File: src/rtl/path_delay_pkg.sv
// Shared encodings and transition classifier for the path-delay scheduler.
// Used by path_delay_sched; the inertial mode is selected there by PATH_PULSE_REJECT_EN.
package path_delay_pkg;

    localparam logic [1:0] V0 = 2'b00;
    localparam logic [1:0] V1 = 2'b01;
    localparam logic [1:0] VZ = 2'b10;
    localparam logic [1:0] VX = 2'b11;

    localparam int NUM_CLS = 6;

    typedef enum logic [2:0] {
        T01 = 3'd0,
        T10 = 3'd1,
        T0Z = 3'd2,
        TZ1 = 3'd3,
        T1Z = 3'd4,
        TZ0 = 3'd5
    } trans_cls_e;

    localparam logic [2:0] CFG_ADDR_ILLEGAL = 3'd6;
    localparam logic [2:0] CFG_ADDR_CLR_OVF = 3'd7;

    typedef struct packed {
        trans_cls_e cls;
        logic       is_x;
    } cls_info_t;

    // Any edge touching x bypasses the table; its cls field is don't-care.
    function automatic cls_info_t trans_class(input logic [1:0] prev, input logic [1:0] next);
        cls_info_t r;
        r.is_x = (prev == VX) || (next == VX);
        case ({prev, next})
            {V0, V1}: r.cls = T01;
            {V1, V0}: r.cls = T10;
            {V0, VZ}: r.cls = T0Z;
            {VZ, V1}: r.cls = TZ1;
            {V1, VZ}: r.cls = T1Z;
            {VZ, V0}: r.cls = TZ0;
            default:  r.cls = T01;
        endcase
        return r;
    endfunction

endpackage

File: src/rtl/pds_event_fifo.sv
// Pending-event queue of {val, due} entries for path_delay_sched.
// Supports pop-then-push in one cycle, full flush, and in-place rewrite of the tail value.
module pds_event_fifo #(
    parameter int DLY_W = 8,
    parameter int DEPTH = 4,
    localparam int AW = $clog2(DEPTH),
    localparam int CW = AW + 1
) (
    input  logic          clk,
    input  logic          rst_n,
    input  logic          push,
    input  logic          pop,
    input  logic          flush,
    input  logic          wr_tail,
    input  logic [1:0]    wval,
    input  logic [DLY_W:0] wdue,
    output logic [1:0]    head_val,
    output logic [DLY_W:0] head_due,
    output logic [DLY_W:0] tail_due,
    output logic          full,
    output logic          empty,
    output logic [CW-1:0] count
);
    typedef struct packed {
        logic [1:0]     val;
        logic [DLY_W:0] due;
    } ent_t;

    localparam logic [AW:0]   PTR_ONE = (AW + 1)'(1);
    localparam logic [AW-1:0] IDX_ONE = AW'(1);

    ent_t [DEPTH-1:0] mem;
    logic [AW:0]      wptr, rptr;
    logic [AW-1:0]    tail_idx;

    assign count    = wptr - rptr;
    assign empty    = (count == '0);
    assign full     = (count == CW'(DEPTH));
    assign tail_idx = wptr[AW-1:0] - IDX_ONE;
    assign head_val = mem[rptr[AW-1:0]].val;
    assign head_due = mem[rptr[AW-1:0]].due;
    assign tail_due = mem[tail_idx].due;

    // A flush drops everything before a same-cycle push lands, leaving just the new entry.
    always_ff @(posedge clk or negedge rst_n) begin
        if (!rst_n) begin
            wptr <= '0;
            rptr <= '0;
            mem  <= '0;
        end else begin
            if (flush)
                rptr <= wptr;
            else if (pop)
                rptr <= rptr + PTR_ONE;
            if (push) begin
                mem[wptr[AW-1:0]] <= {wval, wdue};
                wptr <= wptr + PTR_ONE;
            end else if (wr_tail) begin
                mem[tail_idx].val <= wval;
            end
        end
    end

endmodule

File: src/rtl/path_delay_sched.sv
// Replays a per-transition-class module path delay on one 4-state net.
// Default is transport mode; defining PATH_PULSE_REJECT_EN selects inertial (pulse-reject) mode.
module path_delay_sched
    import path_delay_pkg::*;
#(
    parameter int DLY_W = 8,
    parameter int DEPTH = 4
) (
    input  logic                     clk,
    input  logic                     rst_n,
    input  logic [1:0]               sig_in,
    output logic [1:0]               sig_out,
    input  logic                     cfg_we,
    input  logic [2:0]               cfg_addr,
    input  logic [DLY_W-1:0]         cfg_wdata,
    output logic                     cfg_err,
    output logic                     busy,
    output logic [$clog2(DEPTH):0]   q_count,
    output logic                     ovf
);
    localparam int CW = $clog2(DEPTH) + 1;
    localparam logic [DLY_W:0] NOW_ONE = (DLY_W + 1)'(1);

    typedef enum logic {IDLE, PEND} state_e;

    state_e                          state;
    logic [NUM_CLS-1:0][DLY_W-1:0]   dly_tab;
    logic [DLY_W:0]                  now, cand, due, head_due, tail_due;
    logic [1:0]                      prev, head_val;
    logic [DLY_W-1:0]                d;
    cls_info_t                       ci;
    logic                            ev, pop, push, flush, wr_tail, bypass, drop;
    logic                            full, empty;
    logic [CW-1:0]                   cnt, cnt_nxt;

    // Wrap-safe "a strictly after b"; valid while both lie within half the counter range.
    function automatic logic later_than(input logic [DLY_W:0] a, input logic [DLY_W:0] b);
        logic [DLY_W:0] diff;
        diff = a - b;
        return !diff[DLY_W] && (diff != '0);
    endfunction

    always_comb begin
        ci   = trans_class(prev, sig_in);
        ev   = (sig_in != prev);
        d    = ci.is_x ? '0 : dly_tab[ci.cls];
        cand = now + {1'b0, d};
        pop  = !empty && (head_due == now);
`ifdef PATH_PULSE_REJECT_EN
        due     = cand;
        bypass  = ev && (due == now);
        flush   = ev;
        wr_tail = 1'b0;
        drop    = 1'b0;
        push    = ev && !bypass;
`else
        due     = (!empty && later_than(tail_due, cand)) ? tail_due : cand;
        bypass  = ev && (due == now);
        flush   = 1'b0;
        // Same due as the tail: only the later value could ever be observed, so merge.
        wr_tail = ev && !bypass && !empty && (due == tail_due);
        drop    = ev && !bypass && !wr_tail && full && !pop;
        push    = ev && !bypass && !wr_tail && !drop;
`endif
        if (flush)
            cnt_nxt = push ? CW'(1) : '0;
        else
            cnt_nxt = cnt - CW'(pop) + CW'(push);
    end

    pds_event_fifo #(.DLY_W(DLY_W), .DEPTH(DEPTH)) u_fifo (
        .clk      (clk),
        .rst_n    (rst_n),
        .push     (push),
        .pop      (pop),
        .flush    (flush),
        .wr_tail  (wr_tail),
        .wval     (sig_in),
        .wdue     (due),
        .head_val (head_val),
        .head_due (head_due),
        .tail_due (tail_due),
        .full     (full),
        .empty    (empty),
        .count    (cnt)
    );

    assign q_count = cnt;

    always_ff @(posedge clk or negedge rst_n) begin
        if (!rst_n) begin
            prev    <= V0;
            sig_out <= V0;
            now     <= '0;
            ovf     <= 1'b0;
            cfg_err <= 1'b0;
            state   <= IDLE;
            busy    <= 1'b0;
            for (int i = 0; i < NUM_CLS; i++)
                dly_tab[i] <= DLY_W'(1);
        end else begin
            prev <= sig_in;
            now  <= now + NOW_ONE;
            // A zero-delay event is newer than any head retiring now, so it wins.
            if (bypass)
                sig_out <= sig_in;
            else if (pop)
                sig_out <= head_val;
            cfg_err <= cfg_we && (cfg_addr == CFG_ADDR_ILLEGAL);
            ovf     <= (ovf && !(cfg_we && (cfg_addr == CFG_ADDR_CLR_OVF))) || drop;
            if (cfg_we && (cfg_addr < 3'(NUM_CLS)))
                dly_tab[cfg_addr] <= cfg_wdata;
            case (state)
                IDLE: if (push) begin
                    state <= PEND;
                    busy  <= 1'b1;
                end
                PEND: if (cnt_nxt == '0) begin
                    state <= IDLE;
                    busy  <= 1'b0;
                end
                default: begin
                    state <= IDLE;
                    busy  <= 1'b0;
                end
            endcase
        end
    end

endmodule

File: config.mk
export PLATFORM = sky130hd
export DESIGN_NAME = path_delay_sched
export DESIGN_NICKNAME = d
export VERILOG_FILES = /design/src/rtl/path_delay_pkg.sv /design/src/rtl/pds_event_fifo.sv /design/src/rtl/path_delay_sched.sv
export SDC_FILE = /design/constraint.sdc
export NUM_CORES = 1
export LEC_CHECK = 0
export BUFFER_PORTS_ARGS = -buffer_cell sky130_fd_sc_hd__buf_2
export CORE_MARGIN = 4
export CORE_UTILIZATION = 52
export CTS_CLUSTER_SIZE = 12
export DETAILED_ROUTE_END_ITERATION = 10
export PLACE_DENSITY = 0.65
export SLEW_MARGIN = 20
export SYNTH_ARGS = -nofsm -noshare
export SYNTH_HDL_FRONTEND = slang
export SYNTH_SLANG_ARGS = --single-unit
File: constraint.sdc
create_clock -name clk -period 12.85 [get_ports clk]
set_clock_uncertainty 0.05 [all_clocks]
set_input_delay 0.6425 -clock clk [delete_from_list [all_inputs] [get_ports clk]]
set_output_delay 0.6425 -clock clk [all_outputs]
set_load 0.03 [all_outputs]
* Word-level counts from Yosys, hierarchy flattened
Cells that the tools add are included.
Widths: inputs -> output; s select.
** Cells by class
- Muxes and demuxes :: 28
- $add $sub $neg :: 9
- Reductions and logical operators :: 33
- Order comparisons :: 9
- Equal/unequal tests :: 16
- Bitwise operators :: 1
** Operators with widths (count)
- $bwmux 44 :: 2
- $mux 44 :: 2
- $bwmux 48 :: 1
- $bmux 11 s2 :: 2
- $demux 11 s2 :: 2
- $mux 11 :: 3
- $eq 9x9->1 :: 3
- $bmux 8 s3 :: 1
- $demux 8 s3 :: 1
- $mux 8 :: 3
- $logic_and 1x1->1 :: 18
- $mux 9 :: 2
- $pmux 3 s5 :: 1
- $add 9x1->9 const B :: 1
- $add 9x8->9 :: 1
- $eq 3x3->1 const B :: 3
- $lt 2x3->1 const B :: 3
- $reduce_bool 9->1 :: 1
- $sub 9x9->9 :: 1
- $eq 4x3->1 const B :: 2
- $eq 4x4->1 const B :: 2
- $lt 3x4->1 const B :: 2
- $logic_not 1->1 :: 7
- $add 3x1->3 const B :: 2
- other kinds (20) :: 30
** Storage, ports and cells
- Input bits :: 16
- Output and inout port bits :: 8
- Bits in registers :: 115
- Word-level logic and storage cells :: 119

* Longest topological paths before layout
Gate-level depths: netlist (run 1).
- Word-level depth :: 27
- Gate-level depth with buffers :: 33
- Depth with buffers taken out :: 32

* By module
A second synthesis (run 1) with hierarchy kept.
** Second synthesis, totals
- Cells, all modules :: 583
- Area, all modules :: 7039.3 um2
** By module, submodules not included
- path_delay_sched :: instances 1, cells an instance 421, sequential area each 1634.1 um2, area each 4468.0 um2
- pds_event_fifo :: instances 1, cells an instance 162, sequential area each 1251.2 um2, area each 2571.2 um2

* Worst setup path before layout (run 1)
Ideal clock, no wire load.
- Path type :: input to register
- Start point :: in sig_in[0]
- End point :: reg busy
- Setup time :: 0.135 ns
- Required time :: 12.665 ns
- Stages :: 32
- Buffers on the path :: 2
- Data arrival time :: 7.630 ns
- Path slack :: 5.035 ns
- Cell sequence :: clkbuf_1 nor2_1 mux2i_1 nor2_1 clkbuf_1 mux2i_1 a211oi_1 ha_1 fa_1 a21o_1 a21oi_1 xor2_1 ha_1 a21o_1 a221oi_1 nor2_1 o221a_2 a21o_1 nor2_2 o21ai_2 a2111o_1 o21ai_1 ha_1 inv_1 ha_1 inv_1 fa_1 xor2_1 xnor2_1 nand3b_1 o21ai_0 o21ai_0
** Between the ends
- Cells in the longest elaborated chain, start to end :: 27
- Elaborated cells between the ends (all ways) :: 37
- Those cells by class :: add/sub (3); eq/ne (11); mux (5); reduce/logical (18)
** Ends and longest elaborated chain
- start: declaration :: RTL line path_delay_sched.sv:11 : input logic [1:0] sig_in,
- $eq 4x4->1 (tied with other cells) :: RTL line path_delay_pkg.sv:33 : case ({prev, next})
- $pmux 3 s5 :: RTL line path_delay_pkg.sv:33
- $bmux 8 s3 :: RTL line path_delay_sched.sv:46 : d = ci.is_x ? '0 : dly_tab[ci.cls];
- $mux 8 (not written as such) :: RTL line path_delay_sched.sv:46
- $mux 8 :: RTL line path_delay_sched.sv:46
- $add 9x8->9 :: RTL line path_delay_sched.sv:47 : cand = now + {1'b0, d};
- $sub 9x9->9 :: RTL line path_delay_sched.sv:39 : diff = a - b;
- $reduce_bool 9->1 or $logic_not 1->1 (tied branches) :: RTL line path_delay_sched.sv:40 : return !diff[DLY_W] && (diff != '0);
- [... 10 more ...]
- $logic_and 1x1->1 * :: RTL line path_delay_sched.sv:62, path_delay_sched.sv:63
- $logic_and 1x1->1 (2 in series) :: RTL line path_delay_sched.sv:62 : drop = ev && !bypass && !wr_tail && full && !pop;
- $logic_not 1->1 :: RTL line path_delay_sched.sv:63 : push = ev && !bypass && !wr_tail && !drop;
- $logic_and 1x1->1 * :: RTL line path_delay_sched.sv:63
- $add 3x1->3 :: RTL line path_delay_sched.sv:68 : cnt_nxt = cnt - CW'(pop) + CW'(push);
- $logic_not 3->1 :: RTL line path_delay_sched.sv:118 : PEND: if (cnt_nxt == '0) begin
- $ne 2x1->1 (no line)
- $reduce_and 2->1 (no line) *
- end signal: assignment :: RTL line path_delay_sched.sv:116 : busy <= 1'b1;
- end signal: assignment :: RTL line path_delay_sched.sv:120 : busy <= 1'b0;
- end signal: assignment :: RTL line path_delay_sched.sv:124 : busy <= 1'b0;
- end: declaration :: RTL line path_delay_sched.sv:17 : output logic busy,
Mark *: on every way between the ends. The rest lies on a longest branch, timed or not. The select of a mux whose other input is x is not followed.
A chain may end at the register's enable or synchronous reset.

* Worst setup path after layout (run 1)
- Start point :: reg prev[0]
- End point :: reg busy
** Between the ends
- Cells in the longest elaborated chain, start to end :: 27
- Elaborated cells between the ends (all ways) :: 37
- Those cells by class :: add/sub (3); eq/ne (11); mux (5); reduce/logical (18)
** Ends and longest elaborated chain
- start: declaration :: RTL line path_delay_sched.sv:29 : logic [1:0] prev, head_val;
- start signal: assignment :: RTL line path_delay_sched.sv:102 : prev <= sig_in;
- $eq 4x4->1 (tied with other cells) :: RTL line path_delay_pkg.sv:33
- $pmux 3 s5 :: RTL line path_delay_pkg.sv:33
- $bmux 8 s3 :: RTL line path_delay_sched.sv:46
- $mux 8 (not written as such) :: RTL line path_delay_sched.sv:46
- $mux 8 :: RTL line path_delay_sched.sv:46
- $add 9x8->9 :: RTL line path_delay_sched.sv:47
- $sub 9x9->9 :: RTL line path_delay_sched.sv:39
- $reduce_bool 9->1 or $logic_not 1->1 (tied branches) :: RTL line path_delay_sched.sv:40
- [... 10 more ...]
- $logic_and 1x1->1 * :: RTL line path_delay_sched.sv:62, path_delay_sched.sv:63
- $logic_and 1x1->1 (2 in series) :: RTL line path_delay_sched.sv:62
- $logic_not 1->1 :: RTL line path_delay_sched.sv:63
- $logic_and 1x1->1 * :: RTL line path_delay_sched.sv:63
- $add 3x1->3 :: RTL line path_delay_sched.sv:68
- $logic_not 3->1 :: RTL line path_delay_sched.sv:118
- $ne 2x1->1 (no line)
- $reduce_and 2->1 (no line) *
Marks and branches as above.

==> results.ini, run 1 <==
[placement]
port_buffers=23
dpl_worst_slack_ps=4200
place.gp.congestion=0.941
dpl.hpwl_um=11500

[global_routing]
grt_pass1_vias=5045
grt_antenna_before_repair=0
grt_pass1_wl_um=27300
grt_max_degree=70
overflow=0
grtUsageTotal_pct=22.3

[synth]
synth_area_per_cell_um2=12.4
ys_ff_latch=115
seq_area_frac_synth_pct=41.1
async_flop_share_pct=100
ys_types=61
yosysMostFrequentCell=dfrtp_1
syn-num-nets=615
yosys_warnings=0
synth_top_area_share_pct=38.8
netlist.top_cell.by_area=dfrtp_1
synth-edff-count=0
syn_inst=567
synth_area_mm2=0.00703
synth-main-ff-cell=dfrtp_1
ys_top_cells_by_area=dfrtp_1 (39%), mux2_2 (12%), mux4_2 (9.0%)
yosys-top-cells-count=dfrtp_1 (109), mux2_2 (74), xnor2_1 (32), ha_1 (28), mux4_2 (28)

[setup_path]
critPathRequiredTime_ps=13080
slowest_stage=nor2_1
endpoint_kind=flip-flop
crit_fanout=8
slowest_delay_ps=620
reg2reg_slack_ps=4560
crit_arrival_ps=8520
startpoint_type=flip-flop
crit_path_frequent_cell=nor2_1
critPathKind=reg -> reg

[cts]
path_clk_slew_ps=70
clock_path_buffers=2
postCtsResizedCells=0
worstSkewPairLatency_ps=420
cts_inserted_buffers=17
clock-sinks=115
cts_setup_buffers=0
cts_tree=done
hold_buffers=0
htreeDepth=4
cts_root_buf=clkbuf_16

[cells_and_area]
ff_latch_area_mm2=0.00289
final_util_pct=59.8
drive_gt1_share_pct=30.7
areaGrowthSynthToFinish_pct=12.8
antennaDiodeCount=0
n_fill_cell=1070
nets=641
multi_input_area_mm2=0.00400

[timing]
fin_ws_ps=4560
hold_ws_ps=195
fmax_ghz=0.121
slew_violations=0
tightest_slew_ps=931
final.setup.tns_ps=0
fin_crit_ps=8290
hold_viol=0
setup_viol=0
rsz0062_at_grt=false
finalCritPeriodShare_pct=64.5
slew_headroom_pct=37.9

[detailed_routing]
wirelength_um=16400
firstDrtPassIters=5
viasPerCell=6.12
vias=4784
ant_nets=0
wl_per_cell_um=21.0
drt_first_iter_violations=285
drc=0

[die]
die_area_mm2=0.0154
start_util_pct=53.1
dieWidth_um=124
rows=42
die_y_um=124
ios=24
core_area_mm2=0.0132

[outcome]
status=finished, final reports clean

[min_path]
hp-class=in -> async

[run]
maxCapViolations=0

-- stage by stage --
stage	instances	cell area, um2
final	782	7930
after global routing	782	7930
after CTS	782	7920
after detailed placement	750	7330
after global placement	750	7330
after floorplan	567	7030
-- per-layer routing --
layer	routed length, um	global-route usage (%)	up-vias
li1	-	-	2175
met1	7300	30.0	2423
met2	7800	35.2	138
met3	788	5.03	48
met4	523	8.90	0
met5	0	0	-
-- flip-flops by register name (all words and copies together), names as in the netlist --
name         cells
sig_out          2
prev             2
state            1
busy             1
u_fifo.mem      44
dly_tab         48
cfg_err          1
u_fifo.rptr      3
now              9
u_fifo.wptr      3
ovf              1
-- path summary, 6_finish.rpt --
check	cells past startpoint	end	from
max	32	busy	prev[0]
min in group clk	1	prev[0]	sig_in[0]
max reg2reg	32	busy	prev[0]
min	1	u_fifo.mem[17]	rst_n
max in group asynchronous	2	now[5]	rst_n
min reg2reg	1	u_fifo.mem[43]	u_fifo.mem[43]
-- final cells by class --
type / instances / share of cell area, %
multi-input combinational: 414 / 50.5
clock inverter: 15 / 2.16
clock buffer: 17 / 5.37
timing repair buffer: 28 / 1.96
sequential: 115 / 36.4
inverter: 17 / 0.805
tap: 176 / 2.78
-- cells by family (layout without fill, tap and decap cells) --
group,after synthesis,count (layout),share of synthesized area [%]
mux,137,137,26.2
flops,115,115,41.1
simple gates,103,103,7.69
compound gates,89,89,9.88
xor+xnor,53,53,6.91
buf+inv,38,77,2.08
fa+ha+maj,32,32,6.13
-- critical path: cells and delay by family, from the launching register on --
family	cells	cell delay, ps
simple gates	9	1660
compound gates	11	3130
buf+inv	2	100
mux	1	340
flops	1	470
xor+xnor	4	860
fa+ha+maj	5	1550
-- cells in the final DEF, fill, tap and decap left out, types with 4 or more instances in the layout --
cell type / n
inv_6: 4
nand2_1: 26
nor2_1: 22
nand3_1: 9
xor2_1: 19
ha_1: 28
clkinv_4: 5
buf_4: 6
nand2b_1: 4
dfstp_2: 6
a21oi_4: 4
a211o_1: 5
buf_2: 22
mux2_2: 74
a21oi_1: 13
a21o_1: 8
inv_1: 17
o21ai_0: 20
mux4_2: 28
fa_1: 4
nand3b_1: 5
and2_1: 4
and3_1: 4
nor3_1: 5
xnor2_1: 32
clkbuf_16: 17
a221o_1: 5
a211oi_1: 10
mux2i_1: 12
nand4_1: 5
mux2_1: 23
dfrtp_1: 109
Power of run 1 is left out: the tool's default activity adds up to more than one toggle a clock period on the data nets, which glitch-free logic cannot reach.
==> run 2, diff against run 1 <==
- PLACE_DENSITY: 0.65 -> 0.67
- clock period: 12.85 -> 6.8 ns (I/O delays scaled with it)
==> run 2 against run 1 <==
Fmax increased by 23%. Global-route usage up 0.22 points. Critical path depth increased by 1. Non-clock buffer count up 57. Sequential share of layout area shrank 2.9 points. Critical path type unchanged. Critical endpoint unchanged.
==> results.ini, run 2 (synthesis results as in run 1) <==
[placement]
dpl.hpwl_um=11900  ; +4.2%
port_buffers=23  ; unchanged
placed_cell_area_mm2=0.00773  ; +5.6%
place.gp.congestion=0.908  ; -3.4%

[global_routing]
grt_antenna_before_repair=0  ; unchanged
grt_pass1_wl_um=27700  ; +1.6%
grtUsageTotal_pct=22.5  ; +0.22 points
overflow=0  ; unchanged
grt_max_degree=66  ; -5.7%
grt_pass1_vias=5262  ; +4.3%

[cts]
worstSkewPairLatency_ps=410  ; about the same
path_clk_slew_ps=60  ; about the same
clock-sinks=115  ; unchanged
htreeDepth=4  ; unchanged
clock_path_buffers=2  ; unchanged
cts_root_buf=clkbuf_16
cts_inserted_buffers=17  ; unchanged
cts_tree=done

[setup_path]
slowest_stage=mux4_2
critPathRequiredTime_ps=7050  ; -6030 ps
critPathKind=reg -> reg
endpoint_kind=flip-flop
slowest_delay_ps=500  ; -120 ps
startpoint_type=flip-flop
crit_path_frequent_cell=ha_1
crit_arrival_ps=6990  ; -1530 ps
crit_fanout=5  ; -3

[cells_and_area]
nets=698  ; +8.9%
drive_gt1_share_pct=41.8  ; +11 points
stdcell_area_mm2=0.00861  ; +8.6%
largest_reg_flops=48  ; unchanged
n_fill_cell=1022  ; -4.5%
final_cell_mix=dfrtp_1 (108), mux2_2 (74), buf_4 (57)
areaGrowthSynthToFinish_pct=22.5
final_common_cell=dfrtp_1
reg.largest.list=dly_tab: 48 flops, u_fifo.mem: 44 flops, now: 9 flops
antennaDiodeCount=0  ; unchanged
regMostFlops=dly_tab

[timing]
finalCritPeriodShare_pct=99.1  ; +35 points
slew_violations=0  ; unchanged
slew_headroom_pct=44.1  ; +6.2 points
tightest_slew_ps=835  ; -96.0 ps
rsz0062_at_grt=true
fmax_ghz=0.148  ; +23%
setup_viol=0  ; unchanged
hold_viol=0  ; unchanged
fin_crit_ps=6740  ; -1550 ps

[die]
dieWidth_um=124  ; unchanged
core_area_mm2=0.0132  ; unchanged
die_y_um=124  ; unchanged
rows=42  ; unchanged
ios=24  ; unchanged
start_util_pct=53.1  ; unchanged
die_area_mm2=0.0154  ; unchanged

[detailed_routing]
wirelength_um=16700  ; +1.8%
ant_nets=0  ; unchanged
vias=4937  ; +3.2%
firstDrtPassIters=5  ; unchanged
drc=0  ; unchanged
drt_first_iter_violations=293  ; +2.8%
viasPerCell=5.88  ; -3.8%
wl_per_cell_um=19.9  ; -5.1%

[run]
maxCapViolations=0  ; unchanged

[outcome]
status=finished, final reports clean

[min_path]
hp-class=in -> reg

[run 2: path summary, 6_finish.rpt]
kind	slack [ps]	from	end	cells after the start
setup / recovery	60	prev[1]	busy	33
hold / removal	90	sig_in[1]	prev[1]	1
setup reg to reg	60	prev[1]	busy	33
hold reg to reg	440	u_fifo.wptr[2]	u_fifo.wptr[2]	1
max in group asynchronous	4980	rst_n	now[7]	3
min in group asynchronous	460	rst_n	u_fifo.mem[34]	2
[run 2: layer usage]
metal / vias up / part of all wire (%) / global-route usage, %
met2: 110 / 50 / 37.0
met1: 2525 / 45 / 30.4
li1: 2278 / - / -
met5: - / 0 / 0
met4: 0 / 1.6 / 6.51
met3: 24 / 3.7 / 4.68
[run 2: layout make-up]
type | instances | area, um2 | area share (%)
flip-flops and latches | 115 | 2890 | 33.5
repair buffers | 85 | 604 | 7.02
well taps | 176 | 220 | 2.56
clock inverters | 13 | 124 | 1.44
multi-input cells | 414 | 4270 | 49.6
inverters | 17 | 63.8 | 0.741
clock buffers | 19 | 443 | 5.14
[run 2: repair_timing]
item                                    4_1_cts  5_1_grt
hold endpoints to repair                     50        0
buffers inserted                              4        8
endpoints found under the setup margin        2        2
pin swaps                                    11       30
gates resized for setup                       5       37
hold buffers                                  1        0
[run 2: worst max-delay path, delay by kind of cell (launching register included)]
family	cells	cell delay, ps
AOI/OAI and AO/OA	12	2370
xor gates and xnor gates	3	420
adders and majority gates	5	1420
buffers and inverters	4	390
DFF	1	430
muxes	2	590
and+or+nand+nor	7	960
[run 2: per-stage QoR]
| stage | setup WS (ps) | cells | util (%) | TNS (ps) | hold slack, ps |
|---|---|---|---|---|---|
| floorplan | 9.97 | 567 | - | 0 | -5.59 |
| global route | -322 | 839 | 65.0 | -569 | 82.2 |
| global placement | 94.3 | 794 | 58.4 | 0 | 348 |
| finish | 61.0 | 839 | 65.0 | 0 | 86.6 |
| detailed placement | -86.7 | 794 | 58.4 | -109 | 359 |
| CTS | 8.52 | 831 | 63.2 | 0 | 75.2 |
Power of run 2 is left out for the same reason.
